### config.mk
export PLATFORM = sky130hd
export DESIGN_NAME = as_imem_loader_flat
export DESIGN_NICKNAME = d
export VERILOG_FILES = /design/src/rtl/as_imem_loader_pkg.sv /design/src/rtl/as_imem_loader_if.sv /design/src/rtl/as_imem_loader_byte_packer.sv /design/src/rtl/as_imem_loader.sv /design/src/flat_wrapper.sv
export SDC_FILE = /design/constraint.sdc
export NUM_CORES = 1
export LEC_CHECK = 0
export ABC_AREA = 1
export BUFFER_PORTS_ARGS = -buffer_cell sky130_fd_sc_hd__clkbuf_2
export CAP_MARGIN = 20
export CORE_MARGIN = 2
export CORE_UTILIZATION = 40
export DETAILED_ROUTE_END_ITERATION = 16
export PLACE_DENSITY_LB_ADDON = 0.05
export SYNTH_ARGS = -nofsm -noshare
export SYNTH_HDL_FRONTEND = slang
export SYNTH_HIERARCHICAL = 1
export SYNTH_SLANG_ARGS = --single-unit
### constraint.sdc
create_clock -name clk_i -period 2.3 [get_ports clk_i]
set_input_delay 0.23 -clock clk_i [delete_from_list [all_inputs] [get_ports clk_i]]
set_output_delay 0.23 -clock clk_i [all_outputs]
set_load 0.02 [all_outputs]
### src/rtl/as_imem_loader_pkg.sv
// Shared constants, state encoding and small helpers for the IMem boot loader.
package as_imem_loader_pkg;

  localparam int IMEM_ADDR_WIDTH   = 12;
  localparam int INSTR_WIDTH       = 32;
  localparam int IMEMDEPTH         = 1024;

  localparam int LOADER_HDR_BYTES  = 4;
  localparam int LOADER_WORD_BYTES = INSTR_WIDTH / 8;
  localparam int LOADER_CNT_W      = 8;

  typedef enum logic [2:0] {
    ST_IDLE   = 3'd0,
    ST_HDR    = 3'd1,
    ST_DATA   = 3'd2,
    ST_WRITE  = 3'd3,
    ST_VERIFY = 3'd4,
    ST_DONE   = 3'd5,
    ST_ERR    = 3'd6
  } loader_state_t;

  // Larger of two widths; sizes the shared header/data shift register.
  function automatic int loader_max(input int a, input int b);
    return (a > b) ? a : b;
  endfunction

endpackage

### src/rtl/as_imem_loader_if.sv
// Byte-stream, IMem write/readback and status bundle of the boot loader.
// master = loader side, slave = byte source / IMem / system side.
interface as_imem_loader_if
  import as_imem_loader_pkg::*;
#(
  parameter int imem_addr_width = IMEM_ADDR_WIDTH,
  parameter int instr_width     = INSTR_WIDTH
) ();

  logic                       start_i;
  logic [7:0]                 byte_i;
  logic                       byte_valid_i;
  logic                       byte_ready_o;
  logic [imem_addr_width-1:0] imem_addr_o;
  logic [instr_width-1:0]     imem_data_o;
  logic                       imem_wr_o;
  logic [instr_width-1:0]     imem_data_i;
  logic                       busy_o;
  logic                       done_o;
  logic                       err_o;
  logic                       core_hold_o;

  modport master (
    input  start_i, byte_i, byte_valid_i, imem_data_i,
    output byte_ready_o, imem_addr_o, imem_data_o, imem_wr_o,
           busy_o, done_o, err_o, core_hold_o
  );

  modport slave (
    output start_i, byte_i, byte_valid_i, imem_data_i,
    input  byte_ready_o, imem_addr_o, imem_data_o, imem_wr_o,
           busy_o, done_o, err_o, core_hold_o
  );

endinterface

### src/rtl/as_imem_loader_byte_packer.sv
// as_byte_packer: LSB-first byte-to-word shift register. Each accepted byte
// enters at the top and the register shifts right, so after N bytes the
// assembled little-endian value occupies the top N bytes. word_valid flags
// the accept of the last byte (counter at last_idx); the counter then wraps.
module as_byte_packer
  import as_imem_loader_pkg::*;
#(
  parameter int width = 32
) (
  input  logic                    clk,
  input  logic                    rst_n,
  input  logic                    clr,
  input  logic                    load,
  input  logic [7:0]              byte_in,
  input  logic [LOADER_CNT_W-1:0] last_idx,
  output logic [width-1:0]        word_next,
  output logic                    word_valid
);

  logic [width-1:0]        shift_r;
  logic [LOADER_CNT_W-1:0] cnt_r;

  // Next shift-register value and last-byte detection.
  always_comb begin
    word_next  = {byte_in, shift_r[width-1:8]};
    word_valid = 1'b0;
    if (load && (cnt_r == last_idx)) begin
      word_valid = 1'b1;
    end else begin
      word_valid = 1'b0;
    end
  end

  // Shift in accepted bytes; bytes are retained across valid gaps.
  always_ff @(posedge clk or negedge rst_n) begin
    if (!rst_n) begin
      shift_r <= {width{1'b0}};
      cnt_r   <= {LOADER_CNT_W{1'b0}};
    end else if (clr) begin
      shift_r <= {width{1'b0}};
      cnt_r   <= {LOADER_CNT_W{1'b0}};
    end else if (load) begin
      shift_r <= word_next;
      cnt_r   <= word_valid ? {LOADER_CNT_W{1'b0}} : (cnt_r + {{(LOADER_CNT_W-1){1'b0}}, 1'b1});
    end
  end

endmodule

### src/rtl/as_imem_loader.sv
// as_imem_loader: boot loader filling IMem from a byte stream.
// Stream = 4-byte little-endian word count, then count little-endian words,
// written to consecutive word-aligned addresses. The core stays held in reset
// until the image is completely written.
// Optional macro AS_IMEM_LOADER_VERIFY_EN: adds a readback VERIFY cycle after
// every write; a readback mismatch ends the load in ERR.
module as_imem_loader
  import as_imem_loader_pkg::*;
#(
  parameter int imem_addr_width = as_imem_loader_pkg::IMEM_ADDR_WIDTH,
  parameter int instr_width     = as_imem_loader_pkg::INSTR_WIDTH,
  parameter int mdepth          = as_imem_loader_pkg::IMEMDEPTH
) (
  input logic               clk_i,
  input logic               rst_ni,
  as_imem_loader_if.master  bus
);

  localparam int PACK_W     = loader_max(32, instr_width);
  localparam int IDX_W      = $clog2(mdepth + 1);
  localparam int ADDR_IDX_W = imem_addr_width - 2;
  localparam int WORD_BYTES = instr_width / 8;

  loader_state_t              state_r;
  loader_state_t              state_nxt_s;
  logic [31:0]                count_r;
  logic [IDX_W-1:0]           word_idx_r;
  logic [imem_addr_width-1:0] addr_r;
  logic [instr_width-1:0]     data_r;

  logic                       pack_clr_s;
  logic                       pack_load_s;
  logic                       pack_valid_s;
  logic [LOADER_CNT_W-1:0]    pack_last_s;
  logic [PACK_W-1:0]          pack_word_s;
  logic [31:0]                hdr_count_s;
  logic [instr_width-1:0]     data_word_s;
  logic [31:0]                idx_now_s;
  logic [31:0]                idx_next_s;
  logic [imem_addr_width-1:0] idx_addr_s;

  assign hdr_count_s = pack_word_s[PACK_W-1 -: 32];
  assign data_word_s = pack_word_s[PACK_W-1 -: instr_width];
  assign idx_now_s   = 32'(word_idx_r);
  assign idx_next_s  = idx_now_s + 32'd1;
  assign idx_addr_s  = {ADDR_IDX_W'(word_idx_r), 2'b00};

  as_byte_packer #(
    .width (PACK_W)
  ) u_packer (
    .clk        (clk_i),
    .rst_n      (rst_ni),
    .clr        (pack_clr_s),
    .load       (pack_load_s),
    .byte_in    (bus.byte_i),
    .last_idx   (pack_last_s),
    .word_next  (pack_word_s),
    .word_valid (pack_valid_s)
  );

  // Next-state decode and packer control.
  always_comb begin
    state_nxt_s = state_r;
    pack_clr_s  = 1'b0;
    pack_load_s = 1'b0;
    pack_last_s = LOADER_CNT_W'(LOADER_HDR_BYTES - 1);
    case (state_r)
      ST_IDLE, ST_DONE, ST_ERR: begin
        if (bus.start_i) begin
          state_nxt_s = ST_HDR;
          pack_clr_s  = 1'b1;
        end else begin
          state_nxt_s = state_r;
        end
      end
      ST_HDR: begin
        pack_load_s = bus.byte_valid_i;
        if (pack_valid_s) begin
          if (hdr_count_s == 32'd0) begin
            state_nxt_s = ST_DONE;
          end else if (hdr_count_s > 32'(mdepth)) begin
            state_nxt_s = ST_ERR;
          end else begin
            state_nxt_s = ST_DATA;
          end
        end else begin
          state_nxt_s = ST_HDR;
        end
      end
      ST_DATA: begin
        pack_load_s = bus.byte_valid_i;
        pack_last_s = LOADER_CNT_W'(WORD_BYTES - 1);
        if (pack_valid_s) begin
          state_nxt_s = ST_WRITE;
        end else begin
          state_nxt_s = ST_DATA;
        end
      end
      ST_WRITE: begin
`ifdef AS_IMEM_LOADER_VERIFY_EN
        state_nxt_s = ST_VERIFY;
`else
        if (idx_next_s == count_r) begin
          state_nxt_s = ST_DONE;
        end else begin
          state_nxt_s = ST_DATA;
        end
`endif
      end
      ST_VERIFY: begin
`ifdef AS_IMEM_LOADER_VERIFY_EN
        // word_idx_r has already advanced past the word being checked
        if (bus.imem_data_i != data_r) begin
          state_nxt_s = ST_ERR;
        end else if (idx_now_s == count_r) begin
          state_nxt_s = ST_DONE;
        end else begin
          state_nxt_s = ST_DATA;
        end
`else
        state_nxt_s = ST_IDLE;
`endif
      end
      default: begin
        state_nxt_s = ST_IDLE;
      end
    endcase
  end

  // State register.
  always_ff @(posedge clk_i or negedge rst_ni) begin
    if (!rst_ni) begin
      state_r <= ST_IDLE;
    end else begin
      state_r <= state_nxt_s;
    end
  end

  // Word index: cleared on start, advanced once per WRITE.
  always_ff @(posedge clk_i or negedge rst_ni) begin
    if (!rst_ni) begin
      word_idx_r <= {IDX_W{1'b0}};
    end else if (pack_clr_s) begin
      word_idx_r <= {IDX_W{1'b0}};
    end else if (state_r == ST_WRITE) begin
      word_idx_r <= word_idx_r + {{(IDX_W-1){1'b0}}, 1'b1};
    end
  end

  // Latch the word count when the final header byte arrives.
  always_ff @(posedge clk_i or negedge rst_ni) begin
    if (!rst_ni) begin
      count_r <= 32'd0;
    end else if ((state_r == ST_HDR) && pack_valid_s) begin
      count_r <= hdr_count_s;
    end
  end

  // Register write address/data on the last data byte so WRITE drives them
  // directly from flops; they stay put through VERIFY for the readback.
  always_ff @(posedge clk_i or negedge rst_ni) begin
    if (!rst_ni) begin
      addr_r <= {imem_addr_width{1'b0}};
      data_r <= {instr_width{1'b0}};
    end else if ((state_r == ST_DATA) && pack_valid_s) begin
      addr_r <= idx_addr_s;
      data_r <= data_word_s;
    end
  end

`ifndef AS_IMEM_LOADER_VERIFY_EN
  logic unused_rdata_s;
  assign unused_rdata_s = ^bus.imem_data_i;
`endif

  assign bus.byte_ready_o = (state_r == ST_HDR) || (state_r == ST_DATA);
  assign bus.imem_wr_o    = (state_r == ST_WRITE);
  assign bus.imem_addr_o  = addr_r;
  assign bus.imem_data_o  = data_r;
  assign bus.busy_o       = (state_r == ST_HDR) || (state_r == ST_DATA) ||
                            (state_r == ST_WRITE) || (state_r == ST_VERIFY);
  assign bus.done_o       = (state_r == ST_DONE);
  assign bus.err_o        = (state_r == ST_ERR);
  assign bus.core_hold_o  = (state_r != ST_DONE);

endmodule

### src/flat_wrapper.sv
// flat-port wrapper written by rule: the top's interface ports become plain ports
module as_imem_loader_flat import as_imem_loader_pkg::*;
#(
  parameter int imem_addr_width = as_imem_loader_pkg::IMEM_ADDR_WIDTH,
  parameter int instr_width     = as_imem_loader_pkg::INSTR_WIDTH,
  parameter int mdepth          = as_imem_loader_pkg::IMEMDEPTH
)
  (clk_i, rst_ni, bus_start_i, bus_byte_i, bus_byte_valid_i, bus_imem_data_i, bus_byte_ready_o, bus_imem_addr_o, bus_imem_data_o, bus_imem_wr_o, bus_busy_o, bus_done_o, bus_err_o, bus_core_hold_o);
  as_imem_loader_if #(.imem_addr_width(imem_addr_width), .instr_width(instr_width)) bus_i ();
  input logic clk_i;
  input logic rst_ni;
  input wire logic [$bits(bus_i.start_i)-1:0] bus_start_i;
  input wire logic [$bits(bus_i.byte_i)-1:0] bus_byte_i;
  input wire logic [$bits(bus_i.byte_valid_i)-1:0] bus_byte_valid_i;
  input wire logic [$bits(bus_i.imem_data_i)-1:0] bus_imem_data_i;
  output wire logic [$bits(bus_i.byte_ready_o)-1:0] bus_byte_ready_o;
  output wire logic [$bits(bus_i.imem_addr_o)-1:0] bus_imem_addr_o;
  output wire logic [$bits(bus_i.imem_data_o)-1:0] bus_imem_data_o;
  output wire logic [$bits(bus_i.imem_wr_o)-1:0] bus_imem_wr_o;
  output wire logic [$bits(bus_i.busy_o)-1:0] bus_busy_o;
  output wire logic [$bits(bus_i.done_o)-1:0] bus_done_o;
  output wire logic [$bits(bus_i.err_o)-1:0] bus_err_o;
  output wire logic [$bits(bus_i.core_hold_o)-1:0] bus_core_hold_o;
  assign bus_i.start_i = bus_start_i;
  assign bus_i.byte_i = bus_byte_i;
  assign bus_i.byte_valid_i = bus_byte_valid_i;
  assign bus_i.imem_data_i = bus_imem_data_i;
  assign bus_byte_ready_o = bus_i.byte_ready_o;
  assign bus_imem_addr_o = bus_i.imem_addr_o;
  assign bus_imem_data_o = bus_i.imem_data_o;
  assign bus_imem_wr_o = bus_i.imem_wr_o;
  assign bus_busy_o = bus_i.busy_o;
  assign bus_done_o = bus_i.done_o;
  assign bus_err_o = bus_i.err_o;
  assign bus_core_hold_o = bus_i.core_hold_o;
  as_imem_loader #(.imem_addr_width(imem_addr_width), .instr_width(instr_width), .mdepth(mdepth)) u_core (.clk_i(clk_i), .rst_ni(rst_ni), .bus(bus_i));
endmodule
# Word level (Yosys, flattened, before mapping)

Cells that the tools add are included.

Word-level logic and storage cells: 51
Input port bits: 44
Output and inout bits: 50
Register bits: 128

Equal/unequal tests: 10
Order comparisons: 1
Mux-type cells: 18
Add/subtract/negate cells: 3
Reductions and logical operators: 12

Operators with widths:

| kind                    | number |
|---|---|
| $mux W32                | 2 |
| $eq A32 B32 Y1          | 1 |
| $gt A32 B11 Y1 const B  | 1 |
| $logic_not A32 Y1       | 1 |
| $mux W8                 | 3 |
| $mux W11                | 2 |
| $mux W3                 | 5 |
| $add A11 B1 Y12 const B | 1 |
| $pmux W3 S4             | 1 |
| $add A11 B1 Y11 const B | 1 |
| $eq A3 B3 Y1 const B    | 3 |
| $add A8 B1 Y8 const B   | 1 |
| $eq A8 B2 Y1 const B    | 1 |
| $eq A3 B2 Y1 const B    | 2 |
| $mux W1                 | 5 |
| $reduce_bool A2 Y1      | 2 |
| $eq A3 B1 Y1 const B    | 1 |
| $logic_and A1 B1 Y1     | 3 |
| $logic_not A3 Y1        | 1 |
| $logic_or A1 B1 Y1      | 3 |
| $ne A3 B3 Y1 const B    | 1 |
| $reduce_or A3 Y1        | 1 |
| $ne A2 B2 Y1 const B    | 1 |
| $reduce_or A2 Y1        | 1 |

# Depth between registers and ports, before layout

Depth after elaboration: 8
Depth in mapped cells: 14
Depth with buffers taken out: 14

# Modules after synthesis

The synthesis kept the hierarchy.

By module, submodules not included:

| module         | times used | area each (µm²) | cells an instance | seq. area each (µm²) |
|---|---|---|---|---|
| as_imem_loader | 1          | 4092.7          | 511               | 2202.1 |
| as_byte_packer | 1          | 1585.3          | 188               | 800.8 |

# Worst setup path before layout

Ideal clock, no wire load.

Path kind: register to register
From: register u_core.state_r[1]
To: register u_core.data_r[21], in the netlist u_core/bus.imem_data_o[21]
Library setup time: 0.130 ns
Path buffers: 2
Slack: -0.190 ns
Cell stages (with the launch flop): 12
Clock period less this slack: 2.490 ns
Arrival time: 2.360 ns
Data required time: 2.170 ns
Path through: dfrtp_1 > nor2_1 > inv_2 > a21oi_1 > and2_1 > nand3_1 > nor4_1 > nand2_1 > buf_2 > buf_1 > nand2_1 > o21ai_0

Word-level cells in the longest chain between the ends: 6
Elaborated cells on any way between the ends: 7
Classes of those cells: 2 x eq/ne; 2 x mux; 3 x reduce/logical

Ends and longest elaborated chain:

| element                                      | line                             | text |
|---|---|---|
| start: declaration                           | as_imem_loader.sv:24             | `loader_state_t state_r;` |
| start signal: assignment                     | as_imem_loader.sv:135            | `state_r <= state_nxt_s;` |
| $eq A3 B2 Y1 or $eq A3 B1 Y1 (tied branches) | as_imem_loader.sv:67             | `case (state_r)` |
| $reduce_or A2 Y1 (no source line) (*)        | -                                |  |
| $mux W1 (*)                                  | as_imem_loader.sv:67             |  |
| via u_core.pack_load_s                       | as_imem_loader.sv:32             | `logic pack_load_s;` |
| $logic_and A1 B1 Y1 (*)                      | as_imem_loader_byte_packer.sv:27 | `if (load && (cnt_r == last_idx)) begin` |
| $mux W1 (*)                                  | as_imem_loader_byte_packer.sv:27 |  |
| via u_core.pack_valid_s                      | as_imem_loader.sv:33             | `logic pack_valid_s;` |
| $logic_and A1 B1 Y1 (*)                      | as_imem_loader.sv:165            | `end else if ((state_r == ST_DATA) && pack_valid_s) begin` |
| end signal: assignment                       | as_imem_loader.sv:164            | `data_r <= {instr_width{1'b0}};` |
| end signal: assignment                       | as_imem_loader.sv:167            | `data_r <= data_word_s;` |
| end: declaration                             | as_imem_loader.sv:29             | `logic [instr_width-1:0] data_r;` |

The timed path passes the listed nets; every way through them passes the cells marked *.
A chain may end at the register's enable or synchronous reset.

# Final worst setup path

From: register u_core.state_r[1]
To: register u_core.count_r[5]

Word-level cells in the longest chain between the ends: 6
Elaborated cells on any way between the ends: 7
Classes of those cells: 2 x eq/ne; 2 x mux; 3 x reduce/logical

Ends and longest elaborated chain:

| element                                      | line                             | text |
|---|---|---|
| $eq A3 B2 Y1 or $eq A3 B1 Y1 (tied branches) | as_imem_loader.sv:67             |  |
| $reduce_or A2 Y1 (no source line) (*)        | -                                |  |
| $mux W1 (*)                                  | as_imem_loader.sv:67             |  |
| via u_core.pack_load_s                       | as_imem_loader.sv:32             |  |
| $logic_and A1 B1 Y1 (*)                      | as_imem_loader_byte_packer.sv:27 |  |
| $mux W1 (*)                                  | as_imem_loader_byte_packer.sv:27 |  |
| via u_core.pack_valid_s                      | as_imem_loader.sv:33             |  |
| $logic_and A1 B1 Y1 (*)                      | as_imem_loader.sv:154            | `end else if ((state_r == ST_HDR) && pack_valid_s) begin` |
| end signal: assignment                       | as_imem_loader.sv:155            | `count_r <= hdr_count_s;` |
| end: declaration                             | as_imem_loader.sv:26             | `logic [31:0] count_r;` |

Marks and branches as above.

==> impl_metrics.json <==
{
  "status": "finished clean",
  "synth_edf_count": 0,
  "worstPathRequired_ps": 2580,
  "synthArstFlopShare": 1.00,
  "rsz0062_at_grt": "no",
  "yosysSeqAreaShare": 0.529,
  "fillers": 1330,
  "path_clk_slew_ps": 60,
  "tightest_slew_ps": 649,
  "ys_seq_elements": 120,
  "vias_per_cell": 4.82,
  "root_buffer": "clkbuf_16",
  "via_count": 4645,
  "hpwl_mm": 9.54,
  "finalWeightedCongestion": 0.852,
  "arrival_ps": 2340,
  "routed_wl_mm": 13.2,
  "finalMaxSlewViolations": 0,
  "drc_errors": 0,
  "grt_max_degree": 121,
  "cp_max_fo": 32,
  "htree_levels": 4,
  "syn_area_per_cell_um2": 8.12,
  "hold_viol": 0,
  "synth.distinct_cells": 35,
  "synth_top_area_share": 0.529,
  "synth.most_common_cell": "nand2_1",
  "die_height_um": 123,
  "hold_path_class": "input pin to register",
  "netlist_top_cells_count": "nand2_1 (192), dfrtp_1 (120), inv_1 (95)",
  "drive_above_1_share": 0.169,
  "fin_crit_ps": 2060,
  "wl_per_cell_um": 13.7,
  "setup.worst_path.end_class": "register",
  "ir_drop_mv": 0.594,
  "grt_pass1_vias": 4468,
  "synth_area_um2": 5680,
  "power_density_nw_per_um2": 989,
  "critPathLaunchType": "register",
  "cts_setup_buffers": 0,
  "numClockSinks": 120,
  "finalSetupViolCount": 0,
  "regArea_um2": 3000,
  "grt_use_total": 0.194,
  "cts_made_buffers": 17,
  "critical_path_class": "register to register",
  "multi_input_area_um2": 2200,
  "insertion_delay_ps": 410,
  "yosysWarnings": 6,
  "slew_headroom": 0.567,
  "dieArea_um2": 15200,
  "fp-row-count": 43,
  "start_util": 0.409,
  "io_buffers": 59,
  "fin_cells": 963,
  "antenna_cells": 0,
  "final_antenna_net_count": 0,
  "fin_nets": 817,
  "period_share": 0.894,
  "fin_skew_ps": 7.94,
  "grt_pass1_wl_mm": 22.4,
  "firstDrtPassIters": 6,
  "die_w_um": 123,
  "cts_tree": "yes",
  "syn_inst": 699,
  "core_area_um2": 13900,
  "tns_ps": 0,
  "clockBufferDepth": 2,
  "p_leak_nw": 3.37,
  "fmax_ghz": 0.486,
  "area_delta_synth_final_pct": 20.3,
  "synthFlopType": "dfrtp_1",
  "synth_area_leaders": "dfrtp_1 (53%), nand2_1 (13%), o21ai_0 (8.2%)",
  "yosys.area.top_type": "dfrtp_1",
  "antenna_found_initial": 0,
  "grt_overflow": 0,
  "dp_cells": 931,
  "drv_cap": 0,
  "drt_iter0_drc": 297,
  "ios": 94
}
## sequential cells by signal, summed over array words and instances (netlist names)
signal,count
u_core/bus.imem_data_o,32
u_core/count_r,32
u_core/u_packer/shift_r,24
u_core/word_idx_r,11
u_core/bus.imem_addr_o,10
u_core/u_packer/cnt_r,8
u_core/state_r,3
## timing repair
action                     4_1_cts  5_1_grt
setup endpoints to repair        0       74
gates resized for setup          0        1
hold endpoints to repair       120        0
hold buffers                     1        0
## layout make-up
type	instances	share of cell area
clock buffer	19	0.0648
clock inverter	12	0.0256
inverter	101	0.0559
multi-input combinational	462	0.323
sequential	120	0.440
tap	180	0.0330
timing repair buffer	69	0.0586
## kinds of logic (layout without fill, tap and decap cells)
kind of cell,after synthesis,count (layout),synth area share
AOI/OAI and AO/OA,120,120,0.111
xor gates and xnor gates,9,9,0.0139
adders and majority gates,2,2,0.00441
buffers and inverters,131,201,0.0961
DFF,120,120,0.529
other,2,16,0.00132
and+or+nand+nor,315,315,0.244
## metrics by stage
step	total power, W	setup slack, ps	area (µm²)	utilization	hold WS, ps
2_1_floorplan	0.00355	53.7	5740	-	-65.6
3_3_place_gp	0.00401	123	6190	0.446	387
3_5_place_dp	0.00403	93.3	6190	0.446	382
4_1_cts	0.00684	73.5	6820	0.492	35.3
5_1_grt	0.00721	1.82	6830	0.492	57.7
6_report	0.00676	243	6830	0.492	48.1
## where the power goes
group | total [W] | switching, W | leakage (nW) | internal [W]
combinational | 0.00143 | 0.000998 | 1.42 | 0.000431
sequential | 0.00255 | 0.000171 | 1.65 | 0.00238
clock | 0.00278 | 0.000948 | 0.295 | 0.00183
## cells in the final DEF, fill, tap and decap left out, types with 2 or more instances in the layout
master and n:
o21ai_2 2, nand4_1 13, dfrtp_1 120, o22ai_1 11
nand2_1 191, inv_2 5, conb_1 16, clkbuf_16 17
nor2_4 5, nand2_2 7, o21ai_0 93, a21oi_1 2
o21ai_1 7, nand3b_1 3, xor2_1 8, nor3_1 4
bufinv_16 4, buf_4 8, buf_12 2, clkbuf_2 58
inv_1 95, ha_1 2, nand3_2 4, nor2_1 43
nor2_2 6, clkinv_2 3, nand3_1 36, clkinvlp_4 3
## critical path: stages, from the launching register on
cell,delay [ps]
dfrtp_1,370
inv_1,60
nor2_1,90
inv_1,80
a21oi_2,150
and2_1,180
nand3_1,130
nor4_4,270
nand2_1,170
buf_4,250
nand2_1,80
o21ai_0,90
## final timing paths
| path | start | end | slack (ps) | cells past startpoint |
|---|---|---|---|---|
| worst max-delay path | u_core/state_r[1]$_DFFE_PN0P_ | u_core/count_r[5]$_DFFE_PN0P_ | 240 | 11 |
| worst min-delay path | bus_byte_i[5] | u_core/u_packer/shift_r[29]$_DFFE_PN0P_ | 50 | 3 |
| worst max register to register | u_core/state_r[1]$_DFFE_PN0P_ | u_core/count_r[5]$_DFFE_PN0P_ | 240 | 11 |
| worst min register to register | u_core/bus.imem_data_o[3]$_DFFE_PN0P_ | u_core/bus.imem_data_o[3]$_DFFE_PN0P_ | 480 | 2 |
| max in group asynchronous | rst_ni | u_core/u_packer/cnt_r[5]$_DFFE_PN0P_ | 1360 | 3 |
| min in group asynchronous | rst_ni | u_core/count_r[12]$_DFFE_PN0P_ | 440 | 3 |
## metal layers
metal,track usage,part of all wire,up-vias
met1,0.273,0.49,2217
met4,0.0639,0.011,0
li1,-,-,2334
met2,0.294,0.46,82
met3,0.0461,0.042,12
met5,0,0,-
Power figures use the tool's default switching activity.
